### src/rtl/axi4_burst_master_if.sv
// AXI4 AW/W/B/AR/R channel bundle used between the burst master and its slave.
// WSTRB, IDs and burst type are not carried; every burst is INCR with all lanes written.
interface axi4_burst_master_if #(
  parameter int DATA_WIDTH = 32,
  parameter int ADDR_WIDTH = 16
);
  logic [ADDR_WIDTH-1:0] awaddr;
  logic [7:0]            awlen;
  logic [2:0]            awsize;
  logic                  awvalid;
  logic                  awready;
  logic [DATA_WIDTH-1:0] wdata;
  logic                  wlast;
  logic                  wvalid;
  logic                  wready;
  logic [1:0]            bresp;
  logic                  bvalid;
  logic                  bready;
  logic [ADDR_WIDTH-1:0] araddr;
  logic [7:0]            arlen;
  logic [2:0]            arsize;
  logic                  arvalid;
  logic                  arready;
  logic [DATA_WIDTH-1:0] rdata;
  logic [1:0]            rresp;
  logic                  rlast;
  logic                  rvalid;
  logic                  rready;

  modport master (
    output awaddr, awlen, awsize, awvalid, input awready,
    output wdata, wlast, wvalid, input wready,
    input bresp, bvalid, output bready,
    output araddr, arlen, arsize, arvalid, input arready,
    input rdata, rresp, rlast, rvalid, output rready
  );

  modport slave (
    input awaddr, awlen, awsize, awvalid, output awready,
    input wdata, wlast, wvalid, output wready,
    output bresp, bvalid, input bready,
    input araddr, arlen, arsize, arvalid, output arready,
    output rdata, rresp, rlast, rvalid, input rready
  );
endinterface

### src/rtl/axi4_burst_master.sv
// Self-checking AXI4 INCR burst master: write, read, or write-then-verify bursts with an
// incrementing data pattern, checking responses against a range / 4 KB boundary predictor.
module axi4_burst_master #(
  parameter int DATA_WIDTH   = 32,
  parameter int ADDR_WIDTH   = 16,
  parameter int MEMORY_DEPTH = 1024,
  parameter int CNT_WIDTH    = 16
) (
  input  logic                  aclk,
  input  logic                  aresetn,
  input  logic                  cmd_valid,
  output logic                  cmd_ready,
  input  logic [1:0]            cmd_mode,
  input  logic [ADDR_WIDTH-1:0] cmd_addr,
  input  logic [7:0]            cmd_len,
  input  logic [2:0]            cmd_size,
  input  logic [DATA_WIDTH-1:0] cmd_seed,
  axi4_burst_master_if.master   axi,
  output logic                  done,
  output logic                  resp_err,
  output logic                  proto_err,
  output logic [CNT_WIDTH-1:0]  mismatch_cnt,
  output logic [1:0]            last_bresp,
  output logic [1:0]            last_rresp
);
  localparam logic [2:0] S_IDLE = 3'd0;
  localparam logic [2:0] S_AW   = 3'd1;
  localparam logic [2:0] S_W    = 3'd2;
  localparam logic [2:0] S_B    = 3'd3;
  localparam logic [2:0] S_AR   = 3'd4;
  localparam logic [2:0] S_R    = 3'd5;
  localparam logic [2:0] S_DONE = 3'd6;

  localparam int MAX_SIZE = $clog2(DATA_WIDTH / 8);
  localparam int PW       = ADDR_WIDTH + 12;

  logic [2:0]            state_reg;
  logic [1:0]            mode_reg;
  logic [ADDR_WIDTH-1:0] addr_reg;
  logic [7:0]            len_reg;
  logic [2:0]            size_reg;
  logic [DATA_WIDTH-1:0] seed_reg;
  logic [DATA_WIDTH-1:0] wdata_reg;
  logic [7:0]            beat_reg;
  logic                  resp_err_reg;
  logic                  proto_err_reg;
  logic [CNT_WIDTH-1:0]  mismatch_reg;
  logic [1:0]            last_bresp_reg;
  logic [1:0]            last_rresp_reg;

  // Response predictor, evaluated on the latched command so it is stable for the whole burst.
  logic [PW-1:0]         beats_w;
  logic [PW-1:0]         bytes_w;
  logic [PW-1:0]         page_off_w;
  logic [PW-1:0]         word_w;
  logic                  exp_err;
  logic [1:0]            exp_resp;
  logic [DATA_WIDTH-1:0] rexp_w;
  logic                  reject_w;
  logic                  last_beat_w;

  always_comb begin
    beats_w    = PW'(len_reg) + PW'(1);
    bytes_w    = beats_w << size_reg;
    page_off_w = PW'(addr_reg) & PW'(4095);
    word_w     = PW'(addr_reg) >> 2;
    exp_err    = ((page_off_w + bytes_w) > PW'(4096)) ||
                 ((word_w + beats_w) > PW'(MEMORY_DEPTH));
    exp_resp   = exp_err ? 2'b10 : 2'b00;
    rexp_w     = seed_reg + DATA_WIDTH'(beat_reg);
    reject_w   = (cmd_mode == 2'b11) || (int'(cmd_size) > MAX_SIZE);
    last_beat_w = (beat_reg == len_reg);
  end

  always_ff @(posedge aclk or negedge aresetn) begin
    if (!aresetn) begin
      state_reg      <= S_IDLE;
      mode_reg       <= 2'b00;
      addr_reg       <= '0;
      len_reg        <= 8'd0;
      size_reg       <= 3'd0;
      seed_reg       <= '0;
      wdata_reg      <= '0;
      beat_reg       <= 8'd0;
      resp_err_reg   <= 1'b0;
      proto_err_reg  <= 1'b0;
      mismatch_reg   <= '0;
      last_bresp_reg <= 2'b00;
      last_rresp_reg <= 2'b00;
    end else begin
      case (state_reg)
        S_IDLE: begin
          if (cmd_valid) begin
            mode_reg      <= cmd_mode;
            addr_reg      <= cmd_addr;
            len_reg       <= cmd_len;
            size_reg      <= cmd_size;
            seed_reg      <= cmd_seed;
            wdata_reg     <= cmd_seed;
            beat_reg      <= 8'd0;
            resp_err_reg  <= 1'b0;
            proto_err_reg <= reject_w;
            mismatch_reg  <= '0;
            if (reject_w)                state_reg <= S_DONE;
            else if (cmd_mode == 2'b01)  state_reg <= S_AR;
            else                         state_reg <= S_AW;
          end
        end
        S_AW: if (axi.awready) state_reg <= S_W;
        S_W: begin
          if (axi.wready) begin
            if (last_beat_w) begin
              beat_reg  <= 8'd0;
              state_reg <= S_B;
            end else begin
              beat_reg  <= beat_reg + 8'd1;
              wdata_reg <= wdata_reg + DATA_WIDTH'(1);
            end
          end
        end
        S_B: begin
          if (axi.bvalid) begin
            last_bresp_reg <= axi.bresp;
            if (axi.bresp != exp_resp) resp_err_reg <= 1'b1;
            state_reg <= (mode_reg == 2'b10) ? S_AR : S_DONE;
          end
        end
        S_AR: begin
          if (axi.arready) begin
            beat_reg  <= 8'd0;
            state_reg <= S_R;
          end
        end
        S_R: begin
          if (axi.rvalid) begin
            last_rresp_reg <= axi.rresp;
            if (axi.rresp != exp_resp) resp_err_reg <= 1'b1;
            // Data is only meaningful when this command wrote it and the slave accepted it.
            if ((mode_reg == 2'b10) && !exp_err && (axi.rdata != rexp_w) &&
                (mismatch_reg != {CNT_WIDTH{1'b1}}))
              mismatch_reg <= mismatch_reg + CNT_WIDTH'(1);
            if (last_beat_w) begin
              if (!axi.rlast) proto_err_reg <= 1'b1;
              state_reg <= S_DONE;
            end else begin
              if (axi.rlast) proto_err_reg <= 1'b1;
              beat_reg <= beat_reg + 8'd1;
            end
          end
        end
        S_DONE:  state_reg <= S_IDLE;
        default: state_reg <= S_IDLE;
      endcase
    end
  end

  // Handshake outputs decode straight from state, so VALID never depends on READY.
  assign cmd_ready   = (state_reg == S_IDLE);
  assign axi.awaddr  = addr_reg;
  assign axi.awlen   = len_reg;
  assign axi.awsize  = size_reg;
  assign axi.awvalid = (state_reg == S_AW);
  assign axi.wdata   = wdata_reg;
  assign axi.wvalid  = (state_reg == S_W);
  assign axi.wlast   = (state_reg == S_W) && last_beat_w;
  assign axi.bready  = (state_reg == S_B);
  assign axi.araddr  = addr_reg;
  assign axi.arlen   = len_reg;
  assign axi.arsize  = size_reg;
  assign axi.arvalid = (state_reg == S_AR);
  assign axi.rready  = (state_reg == S_R);

  assign done         = (state_reg == S_DONE);
  assign resp_err     = resp_err_reg;
  assign proto_err    = proto_err_reg;
  assign mismatch_cnt = mismatch_reg;
  assign last_bresp   = last_bresp_reg;
  assign last_rresp   = last_rresp_reg;
endmodule

### src/flat_wrapper.sv
// flat-port wrapper written by rule: the top's interface ports become plain ports
module axi4_burst_master_flat 
#(
  parameter int DATA_WIDTH   = 32,
  parameter int ADDR_WIDTH   = 16,
  parameter int MEMORY_DEPTH = 1024,
  parameter int CNT_WIDTH    = 16
)
  (aclk, aresetn, cmd_valid, cmd_ready, cmd_mode, cmd_addr, cmd_len, cmd_size, cmd_seed, done, resp_err, proto_err, mismatch_cnt, last_bresp, last_rresp, axi_awaddr, axi_awlen, axi_awsize, axi_awvalid, axi_awready, axi_wdata, axi_wlast, axi_wvalid, axi_wready, axi_bresp, axi_bvalid, axi_bready, axi_araddr, axi_arlen, axi_arsize, axi_arvalid, axi_arready, axi_rdata, axi_rresp, axi_rlast, axi_rvalid, axi_rready);
  axi4_burst_master_if #(.DATA_WIDTH(DATA_WIDTH), .ADDR_WIDTH(ADDR_WIDTH)) axi_i ();
  input  logic aclk;
  input  logic aresetn;
  input  logic cmd_valid;
  output logic cmd_ready;
  input  logic [1:0] cmd_mode;
  input  logic [ADDR_WIDTH-1:0] cmd_addr;
  input  logic [7:0] cmd_len;
  input  logic [2:0] cmd_size;
  input  logic [DATA_WIDTH-1:0] cmd_seed;
  output logic done;
  output logic resp_err;
  output logic proto_err;
  output logic [CNT_WIDTH-1:0] mismatch_cnt;
  output logic [1:0] last_bresp;
  output logic [1:0] last_rresp;
  output wire logic [$bits(axi_i.awaddr)-1:0] axi_awaddr;
  output wire logic [$bits(axi_i.awlen)-1:0] axi_awlen;
  output wire logic [$bits(axi_i.awsize)-1:0] axi_awsize;
  output wire logic [$bits(axi_i.awvalid)-1:0] axi_awvalid;
  input wire logic [$bits(axi_i.awready)-1:0] axi_awready;
  output wire logic [$bits(axi_i.wdata)-1:0] axi_wdata;
  output wire logic [$bits(axi_i.wlast)-1:0] axi_wlast;
  output wire logic [$bits(axi_i.wvalid)-1:0] axi_wvalid;
  input wire logic [$bits(axi_i.wready)-1:0] axi_wready;
  input wire logic [$bits(axi_i.bresp)-1:0] axi_bresp;
  input wire logic [$bits(axi_i.bvalid)-1:0] axi_bvalid;
  output wire logic [$bits(axi_i.bready)-1:0] axi_bready;
  output wire logic [$bits(axi_i.araddr)-1:0] axi_araddr;
  output wire logic [$bits(axi_i.arlen)-1:0] axi_arlen;
  output wire logic [$bits(axi_i.arsize)-1:0] axi_arsize;
  output wire logic [$bits(axi_i.arvalid)-1:0] axi_arvalid;
  input wire logic [$bits(axi_i.arready)-1:0] axi_arready;
  input wire logic [$bits(axi_i.rdata)-1:0] axi_rdata;
  input wire logic [$bits(axi_i.rresp)-1:0] axi_rresp;
  input wire logic [$bits(axi_i.rlast)-1:0] axi_rlast;
  input wire logic [$bits(axi_i.rvalid)-1:0] axi_rvalid;
  output wire logic [$bits(axi_i.rready)-1:0] axi_rready;
  assign axi_awaddr = axi_i.awaddr;
  assign axi_awlen = axi_i.awlen;
  assign axi_awsize = axi_i.awsize;
  assign axi_awvalid = axi_i.awvalid;
  assign axi_i.awready = axi_awready;
  assign axi_wdata = axi_i.wdata;
  assign axi_wlast = axi_i.wlast;
  assign axi_wvalid = axi_i.wvalid;
  assign axi_i.wready = axi_wready;
  assign axi_i.bresp = axi_bresp;
  assign axi_i.bvalid = axi_bvalid;
  assign axi_bready = axi_i.bready;
  assign axi_araddr = axi_i.araddr;
  assign axi_arlen = axi_i.arlen;
  assign axi_arsize = axi_i.arsize;
  assign axi_arvalid = axi_i.arvalid;
  assign axi_i.arready = axi_arready;
  assign axi_i.rdata = axi_rdata;
  assign axi_i.rresp = axi_rresp;
  assign axi_i.rlast = axi_rlast;
  assign axi_i.rvalid = axi_rvalid;
  assign axi_rready = axi_i.rready;
  axi4_burst_master #(.DATA_WIDTH(DATA_WIDTH), .ADDR_WIDTH(ADDR_WIDTH), .MEMORY_DEPTH(MEMORY_DEPTH), .CNT_WIDTH(CNT_WIDTH)) u_core (.aclk(aclk), .aresetn(aresetn), .cmd_valid(cmd_valid), .cmd_ready(cmd_ready), .cmd_mode(cmd_mode), .cmd_addr(cmd_addr), .cmd_len(cmd_len), .cmd_size(cmd_size), .cmd_seed(cmd_seed), .axi(axi_i), .done(done), .resp_err(resp_err), .proto_err(proto_err), .mismatch_cnt(mismatch_cnt), .last_bresp(last_bresp), .last_rresp(last_rresp));
endmodule
### config.mk
export PLATFORM = sky130hd
export DESIGN_NAME = axi4_burst_master_flat
export DESIGN_NICKNAME = d
export VERILOG_FILES = /design/src/rtl/axi4_burst_master_if.sv /design/src/rtl/axi4_burst_master.sv /design/src/flat_wrapper.sv
export SDC_FILE = /design/constraint.sdc
export NUM_CORES = 1
export LEC_CHECK = 0
export CORE_MARGIN = 3
export CORE_UTILIZATION = 45
export DETAILED_ROUTE_END_ITERATION = 8
export PLACE_DENSITY = 0.81
export SETUP_SLACK_MARGIN = 0.3
export SLEW_MARGIN = 30
export SYNTH_ARGS = -nofsm -noshare
export SYNTH_HDL_FRONTEND = slang
export SYNTH_SLANG_ARGS = --single-unit
### constraint.sdc
create_clock -name aclk -period 6.2 [get_ports aclk]
set_input_delay 0.62 -clock aclk [delete_from_list [all_inputs] [get_ports aclk]]
set_output_delay 0.62 -clock aclk [all_outputs]
set_load 0.02 [all_outputs]
After elaboration in Yosys (flattened, before gate mapping). Index checks and enable logic that the tools add are counted.

Bits in registers: 126.

Mux-type cells: 40. Reductions and logical operators: 21. Shift operators: 1. Equality and inequality tests: 29. Magnitude comparators: 3. Add/sub/neg operators: 7.

Operators with widths (count): 32-bit 2-to-1 mux (3); 32-bit one-hot mux with 2 select lines (1); 16-bit 2-to-1 mux (3); 8-bit 2-to-1 mux (6); 32-bit by 1-bit adder with 32-bit output (second input constant) (1); 32-bit by 8-bit adder with 32-bit output (1); 32-bit != test (1); 16-bit one-hot mux with 2 select lines (1); 8-bit one-hot mux with 4 select lines (1); 3-bit 2-to-1 mux (10); 12-bit by 28-bit adder with 28-bit output (1); 14-bit by 28-bit adder with 28-bit output (1); 28-bit by 11-bit greater-than comparator with 1-bit output (second input constant) (1); 28-bit by 13-bit greater-than comparator with 1-bit output (second input constant) (1); 28-bit by 3-bit << shifter with 28-bit output (1); 3-bit one-hot mux with 6 select lines (1); 16-bit by 1-bit adder with 16-bit output (second input constant) (1); 16-bit != test (second input constant) (1); 2-bit by 1-bit != test with 1-bit output (second input constant) (8); 6-bit AND reduction (2); 1-bit 2-to-1 mux (10); 2-bit != test (second input constant) (5); 8-bit by 1-bit adder with 9-bit output (second input constant) (1); 3-bit equality test (second input constant) (3); 24 further kinds (36).

Longest topological paths before layout. Gate-level depths: netlist (run 1).

Depth in word-level cells: 12. Depth in mapped cells: 22.

Least setup slack after synthesis (run 1). Ideal clock, no wire load.

Path kind: register to register. Start point: register u_core.len_reg[1] (netlist: u_core.axi.arlen[1]). End point: register u_core.mismatch_reg[5] (netlist: u_core.mismatch_cnt[5]). Required time: 6.074 ns. Slack: 1.812 ns. Data arrival time: 4.262 ns. Library setup time: 0.126 ns. Stages on the path, launching flop included: 21. Cells stage by stage: dfrtp_1 -> ha_1 -> and2_1 -> nand2_1 -> xnor2_1 -> mux2i_1 -> mux2_2 -> o21ai_0 -> ha_1 -> a21oi_1 -> o2111ai_1 -> o31ai_1 -> or4_1 -> and3_1 -> o2111ai_1 -> nor3_2 -> o311a_1 -> buf_6 -> or2_4 -> buf_6 -> o21ai_2.

Longest elaborated chain between the ends: 11. Elaborated cells between the ends (all ways): 13. Classes of those cells: 3 x add/sub; 2 x order compare; 1 x eq/ne; 1 x shift; 6 x reduce/logical.

Ends and longest elaborated chain: start, declared (RTL line axi4_burst_master.sv:40) `logic [7:0] len_reg;`; start signal, assigned (RTL line axi4_burst_master.sv:96) `len_reg <= cmd_len;`; 8-bit by 1-bit adder with 9-bit output * (RTL line axi4_burst_master.sv:63) `beats_w = PW'(len_reg) + PW'(1);`; 28-bit by 3-bit << shifter with 28-bit output (RTL line axi4_burst_master.sv:64) `bytes_w = beats_w << size_reg;`; 12-bit by 28-bit adder with 28-bit output (RTL line axi4_burst_master.sv:67) `exp_err = ((page_off_w + bytes_w) > PW'(4096)) ||`; 28-bit by 13-bit greater-than comparator with 1-bit output (RTL line axi4_burst_master.sv:67); 1-bit logical OR * (RTL line axi4_burst_master.sv:67); 1-bit logical NOT * (RTL line axi4_burst_master.sv:139) `if ((mode_reg == 2'b10) && !exp_err && (axi.rdata != rexp_w) &&`; 1-bit logical AND * (3 in series) (RTL line axi4_burst_master.sv:139); 2-bit by 1-bit != test with 1-bit output (no source line) *; 4-bit AND reduction (no source line) *; end signal, assigned (RTL line axi4_burst_master.sv:141) `mismatch_reg <= mismatch_reg + CNT_WIDTH'(1);`; end, declared (RTL line axi4_burst_master.sv:47) `logic [CNT_WIDTH-1:0] mismatch_reg;`.

Mark *: on every way between the ends. The rest lies on a longest branch, timed or not. A chain may end at the register's enable or synchronous reset.

Final worst setup path (run 1).
Start point: register u_core.len_reg[0] (netlist: u_core.axi.arlen[0]). End point: register u_core.mismatch_reg[0] (netlist: u_core.mismatch_cnt[0]).

The elaborated chain is that of the path after synthesis.

==> results of run 1 <==
==> layout by cell type, fill, tap and decap left out, types with 27 or more instances in the layout <==
cell	synthesis	final
clkdlybuf4s50_1	0	220
inv_1	42	42
xor2_1	34	34
nand3_1	41	41
nor2_1	81	81
a21oi_1	99	98
dfrtp_1	126	126
o21ai_0	68	68
nor3_1	27	27
nand2_1	258	257
xnor2_1	37	37
ha_1	34	34
==> logic make-up (layout without fill, tap and decap cells) <==
kind of cell | after synthesis | count (layout)
AO/OA/AOI/OAI | 321 | 321
multiplexers | 27 | 27
buffers and inverters | 131 | 305
AND/OR/NAND/NOR | 521 | 521
other | 0 | 1
flip-flops | 126 | 126
XOR/XNOR | 72 | 72
adder cells (fa/ha/maj) | 37 | 37
==> critical path: cells and delay by family (launching register included) <==
kind | cells | cell delay (ns)
xor gates and xnor gates | 1 | 0.26
and+or+nand+nor | 6 | 1.43
DFF | 1 | 0.59
buffers and inverters | 1 | 0.23
muxes | 2 | 0.51
adders and majority gates | 2 | 0.63
AOI/OAI and AO/OA | 7 | 1.56
==> power groups by stage <==
stage	Sequential, W	Clock [W]	Combinational, W
3_5_place_dp	0.00179	0	0.00410
6_report	0.00181	0.00111	0.00417
4_1_cts	0.00179	0.00111	0.00414
5_1_grt	0.00188	0.00115	0.00458
2_1_floorplan	0.00183	0	0.00273
3_3_place_gp	0.00178	0	0.00404
==> metal layers <==
metal  track usage  vias up  share of wire
met3        0.0486       59          0.072
li1              -     4701              -
met5             0        -         0.0016
met2         0.388      381           0.46
met1         0.351     4672           0.45
met4        0.0848        6          0.023
==> repair_timing <==
| item | 4_1_cts | 5_1_grt |
|---|---|---|
| gates resized for setup | 0 | 1 |
| setup endpoints to repair | 0 | 8 |
| hold buffers | 0 | 0 |
| hold endpoints to repair | 0 | 0 |
==> final timing paths <==
path / startpoint / end / slack [ns] / depth (start not counted)
worst min-delay path: aresetn / u_core.axi.arlen[2] / 0.17 / 1
worst max register to register: u_core.axi.arlen[0] / u_core.mismatch_cnt[0] / 0.87 / 19
max in group asynchronous: aresetn / u_core.seed_reg[26] / 5.02 / 2
min in group aclk: u_core.resp_err / u_core.resp_err / 0.49 / 2
worst min register to register: u_core.resp_err / u_core.resp_err / 0.49 / 2
worst max-delay path: u_core.axi.arlen[0] / u_core.mismatch_cnt[0] / 0.87 / 19
==> metrics by stage <==
step | instance area [µm²] | hold WS, ns | std cells | worst slack (ns)
after floorplan | 9640 | 0.324 | 1235 | 1.81
after global placement | 11800 | 0.463 | 1647 | 1.09
after detailed placement | 11800 | 0.477 | 1647 | 0.902
after CTS | 12400 | 0.190 | 1679 | 0.813
after global routing | 12400 | 0.213 | 1680 | 0.339
final | 12400 | 0.172 | 1680 | 0.871
==> layout make-up <==
cell class,count,area [µm²]
Inverter,45,169
Fill cell,1758,8180
Sequential cell,126,3150
Clock buffer,18,429
Multi-Input combinational cell,978,5880
Tap cell,270,338
Antenna cell,1,2.50
Clock inverter,14,208
Timing Repair Buffer,228,2260
==> key figures, run 1 <==
Logic synthesis
  • Number of flops mapped to enable cells by yosys: 0
  • Syn. warnings: 0
  • Multiplexer area fraction after synthesis: 0.0294
  • Synth Instances: 1235
  • Yosys top cell area share: 0.327
  • Xor/xnor share of the synthesized area: 0.0662
  • Yosys top cell by area: dfrtp_1
  • Top cells by area, synth: dfrtp_1 33%, nand2_1 10%, a21oi_1 5.1%
  • Complex-gate fraction of the synthesized area: 0.213
  • Main combinational cell family by area after synthesis: simple AND/OR/NAND/NOR gates
  • Synthesized-area fraction occupied by and/or/nand/nor cells: 0.249
  • Prevailing post-synth register cell: dfrtp_1
  • Post-synthesis async set-or-reset flop share: 1.00
  • Synth Area in Adders: 0.0503
  • Share of the yosys chip area belonging to registers: 0.327
  • Synth cell types: 83
  • #FFs+latches synth: 126
  • Post-Syn Nets: 1378
  • Average size of a mapped cell: 7.81 µm²
  • Synthesized area: 9640 µm²
  • Most numerous cell in the Yosys netlist: nand2_1
  • Synth cell count leaders: 258 x nand2_1, 126 x dfrtp_1, 99 x a21oi_1, 81 x nor2_1, 68 x o21ai_0

Pwr
  • Switching share of power: 0.483
  • Sequential share of power: 0.255
  • Psw: 0.00342 W
  • VDD IR max: 0.292 mV
  • Combinational share of power: 0.588
  • Pwr Total: 0.00708 W
  • Cell Int Power: 0.00366 W
  • PwrDens: 569 nW/µm²
  • Clock network fraction of design power: 0.156
  • Static Leak: 5.29 nW

Clock tree
  • Clk slew on worst S/H paths: 0.06 ns
  • Worst skew pair latency: 0.43 ns
  • Clock Sinks: 126
  • CTS tree: built
  • Root buffer cell: clkbuf_16
  • H-tree depth: 4
  • Clock buffer depth: 2
  • Num CTS Buffers: 17
  • Post-CTS Setup Inserts: 0

Route
  • Drt initial violations: 1045
  • Detail Route Antenna Nets: 0
  • Via count: 9819
  • DRC viols: 0
  • Vias per cell: 5.84
  • Wire length per cell: 17.9 µm
  • WL final: 30.0 mm
  • Drt first pass iters: 5

Place
  • DP HPWL: 22.0 mm
  • Port bufs: 221
  • Gpl congestion: 0.919

Die
  • Die X-Extent: 152 µm
  • IO Count: 222
  • Die Height: 152 µm
  • Core Area: 20600 µm²
  • Die footprint: 23200 µm²
  • Row count: 52
  • Initial Util: 0.468

Critical path
  • Crit Path Max Fanout: 18
  • Worst EP required: 6.51 ns
  • Crit-path cells: ha_1 -> and2_1 -> nand2_1 -> xnor2_1 -> mux2i_1 -> mux2_2 -> o21ai_0 -> ha_1 -> a21oi_1 -> o22ai_1 -> a311oi_1 -> nand4b_1 -> nor4_1 -> a21oi_1 -> nor3_2 -> o311a_1 -> buf_4 -> or2_4 -> o21ai_0
  • Worst path max stage delay: 0.59 ns
  • WP data arrival: 5.63 ns
  • Crit. End Element: flip-flop
  • Crit start category: flip-flop
  • Setup Crit Path Kind: flip-flop to flip-flop
  • CP max-delay cell: dfrtp_1

Worst hold path
  • Hold/Removal Path Class: input pin to asynchronous set/reset pin

Global route
  • Vias in the first global route: 9272
  • Largest net degree at the start of global routing: 71
  • Gr usage total: 0.250
  • Initial antenna violation count: 4
  • First-pass GRT wire length: 48.5 mm
  • Total grt overflow: 0

STA
  • Actual slew at the worst max-slew pin: 0.875 ns
  • RSZ-0062 raised after global routing: false
  • Final setup vio count: 0
  • Final worst path period share: 0.859
  • FMAX: 0.188 GHz
  • Slew Viols, Final: 0
  • Fin. Hold Viols: 0
  • Final clock skew: 0.0144 ns
  • TNS Setup: 0 ns
  • Slew margin rel.: 0.416
  • Fin crit period: 5.33 ns

Status
  • Status: finished clean

Job
  • Max-cap viol count: 0

Layout
  • Layout Nets: 1539
  • Fin util: 0.603
  • Area Growth Syn to Fin: 29.0%
  • Share of post-route cells with drive strength above 1: 0.0561
Power figures use the tool's default switching activity.
==> run 2: changes to the inputs <==
--- a/config.mk
+++ b/config.mk
@@ -5,10 +5,12 @@
 export SDC_FILE = /design/constraint.sdc
 export NUM_CORES = 1
 export LEC_CHECK = 0
+export CELL_PAD_IN_SITES_DETAIL_PLACEMENT = 1
+export CELL_PAD_IN_SITES_GLOBAL_PLACEMENT = 1
 export CORE_MARGIN = 3
-export CORE_UTILIZATION = 45
+export CORE_UTILIZATION = 40
 export DETAILED_ROUTE_END_ITERATION = 8
-export PLACE_DENSITY = 0.81
+export PLACE_DENSITY = 0.95
 export SETUP_SLACK_MARGIN = 0.3
 export SLEW_MARGIN = 30
 export SYNTH_ARGS = -nofsm -noshare
==> run 2 against run 1 <==
Net effect: cell area up 0.16%; sequential share of layout area about the same; setup slack got worse by 0.11 ns; cell count increased by 2.9%; via count up 4.2%; flip-flop and latch count unchanged; register-to-register slack worse by 0.11 ns; critical endpoint is now u_core.mismatch_cnt[3].
==> key figures, run 2 (synthesized netlist as in run 1, its figures left out) <==
Status
  • Status: finished clean

Global route
  • First-pass GRT wire length: 57.8 mm
  • Total grt overflow: 0
  • Largest net degree at the start of global routing: 74
  • Initial antenna violation count: 1
  • Gr usage total: 0.273
  • Vias in the first global route: 10800

Clock tree
  • Root buffer cell: clkbuf_16
  • Post-CTS Setup Inserts: 0
  • Clock Sinks: 126
  • CTS tree: built
  • Clock buffer depth: 2
  • H-tree depth: 4
  • Clk slew on worst S/H paths: 0.07 ns
  • Worst skew pair latency: 0.43 ns
  • Num CTS Buffers: 17

Route
  • Detail Route Antenna Nets: 0
  • Drt first pass iters: 5
  • DRC viols: 0
  • Drt initial violations: 696
  • Via count: 10200
  • Wire length per cell: 20.7 µm
  • Vias per cell: 5.91
  • WL final: 35.8 mm

Critical path
  • CP max-delay cell: dfrtp_1
  • Setup Crit Path Kind: flip-flop to flip-flop
  • Crit start category: flip-flop
  • Worst Setup SP: u_core.axi.arlen[0]
  • Worst r2r src: u_core.axi.arlen[0]
  • Worst EP required: 6.50 ns
  • Crit. End Element: flip-flop
  • Worst path max stage delay: 0.57 ns
  • Crit Path Max Fanout: 18
  • Worst Setup EP: u_core.mismatch_cnt[3]
  • FF-to-FF End: u_core.mismatch_cnt[3]
  • R2r setup slk: 0.76 ns
  • WP data arrival: 5.74 ns
  • Worst reg2reg path depth: 19
  • Crit-path cells: ha_1 -> and2_1 -> nand2_1 -> xnor2_1 -> mux2i_1 -> mux2_2 -> o21ai_0 -> ha_1 -> a21oi_1 -> o2111ai_1 -> o31ai_2 -> or4_1 -> and3_1 -> o2111ai_1 -> nor3_4 -> o311a_1 -> buf_4 -> or2_4 -> o21ai_0

Layout
  • Layout Nets: 1540
  • Area Growth Syn to Fin: 29.2%
  • Antenna Cells: 0
  • Number of fill cells: 2872
  • Share of post-route cells with drive strength above 1: 0.0567
  • Most common cell after layout, fill and taps aside: nand2_1
  • Most frequent cells in the layout: 257 x nand2_1, 220 x clkdlybuf4s50_1, 125 x dfrtp_1
  • Final instance area: 12500 µm²

Worst hold path
  • Hold/Removal Path Class: input pin to asynchronous set/reset pin

Die
  • IO Count: 222
  • Row count: 56
  • Die Height: 161 µm
  • Die footprint: 26000 µm²
  • Die X-Extent: 161 µm
  • Core Area: 23600 µm²
  • Initial Util: 0.408

Job
  • Max-cap viol count: 0

STA
  • Final setup vio count: 0
  • Fin crit period: 5.44 ns
  • FMAX: 0.184 GHz
  • Actual slew at the worst max-slew pin: 0.815 ns
  • Slew Viols, Final: 0
  • Final worst path period share: 0.878
  • Final clock skew: 0.0207 ns
  • TNS Setup: 0 ns
  • RSZ-0062 raised after global routing: false
  • Setup slack after layout: 0.757 ns
  • Fin. Hold Viols: 0
  • Slew margin rel.: 0.457

Pwr
  • VDD IR max: 0.244 mV
  • Static Leak: 5.26 nW
  • PwrDens: 580 nW/µm²

Place
  • Gpl congestion: 0.876
  • Dpl cell area: 11900 µm²
  • Pre-CTS setup slack: 0.603 ns
  • Port bufs: 221
  • DP HPWL: 26.5 mm
## run 2: critical path: cells and delay by family (launching register included)
family,cells,cell delay [ns]
multiplexers,2,0.53
flip-flops,1,0.57
AO/OA/AOI/OAI,7,1.73
buffers and inverters,1,0.23
AND/OR/NAND/NOR,6,1.35
adder cells (fa/ha/maj),2,0.63
XOR/XNOR,1,0.29
## run 2: metal layers
layer	vias up	global-route usage	routed length (µm)	share of wire
met3	72	0.0559	2090	0.059
met5	-	0	19	0.00053
met1	5088	0.356	15500	0.43
met4	2	0.0966	1030	0.029
li1	4698	-	-	-
met2	367	0.453	17200	0.48
## run 2: metrics by stage
| stage | utilization | instances | total power (W) | hold slack (ns) |
|---|---|---|---|---|
| global placement | 0.502 | 1697 | 0.00592 | 0.472 |
| detailed placement | 0.503 | 1697 | 0.00612 | 0.492 |
| CTS | 0.527 | 1729 | 0.00721 | 0.271 |
| finish | 0.528 | 1729 | 0.00723 | 0.192 |
| global route | 0.528 | 1729 | 0.00775 | 0.265 |
| floorplan | - | 1235 | 0.00456 | 0.324 |
## run 2: timing repair
action / in CTS / in global routing
endpoints found under the setup margin: 0 / 15
hold buffers: 0 / 0
gates resized for setup: 0 / 3
## run 2: worst min path at each step
stage | from | to | slack (ns)
after floorplan | aresetn | u_core.axi.araddr[0] | 0.32
after global placement | u_core.mode_reg[1] | u_core.mode_reg[1] | 0.47
after detailed placement | u_core.seed_reg[5] | u_core.seed_reg[5] | 0.49
after CTS | aresetn | u_core.axi.araddr[15] | 0.27
after global routing | aresetn | u_core.axi.araddr[14] | 0.27
final | aresetn | u_core.axi.arlen[4] | 0.19
## run 2: report_power, final
part / total (W) / leakage, nW / switching, W / internal, W
clock network: 0.00101 / 0.273 / 0.000443 / 0.000566
logic: 0.00439 / 3.43 / 0.00258 / 0.00181
registers: 0.00184 / 1.56 / 0.000643 / 0.00119
## run 2: cell type report
cell class,instances,area (µm²),share of cell area
repair buffers,229,2270,0.182
inverters,45,169,0.0136
clock buffers,18,429,0.0344
clock inverters,14,145,0.0116
flip-flops and latches,126,3150,0.253
multi-input cells,978,5890,0.473
well taps,319,399,0.0320
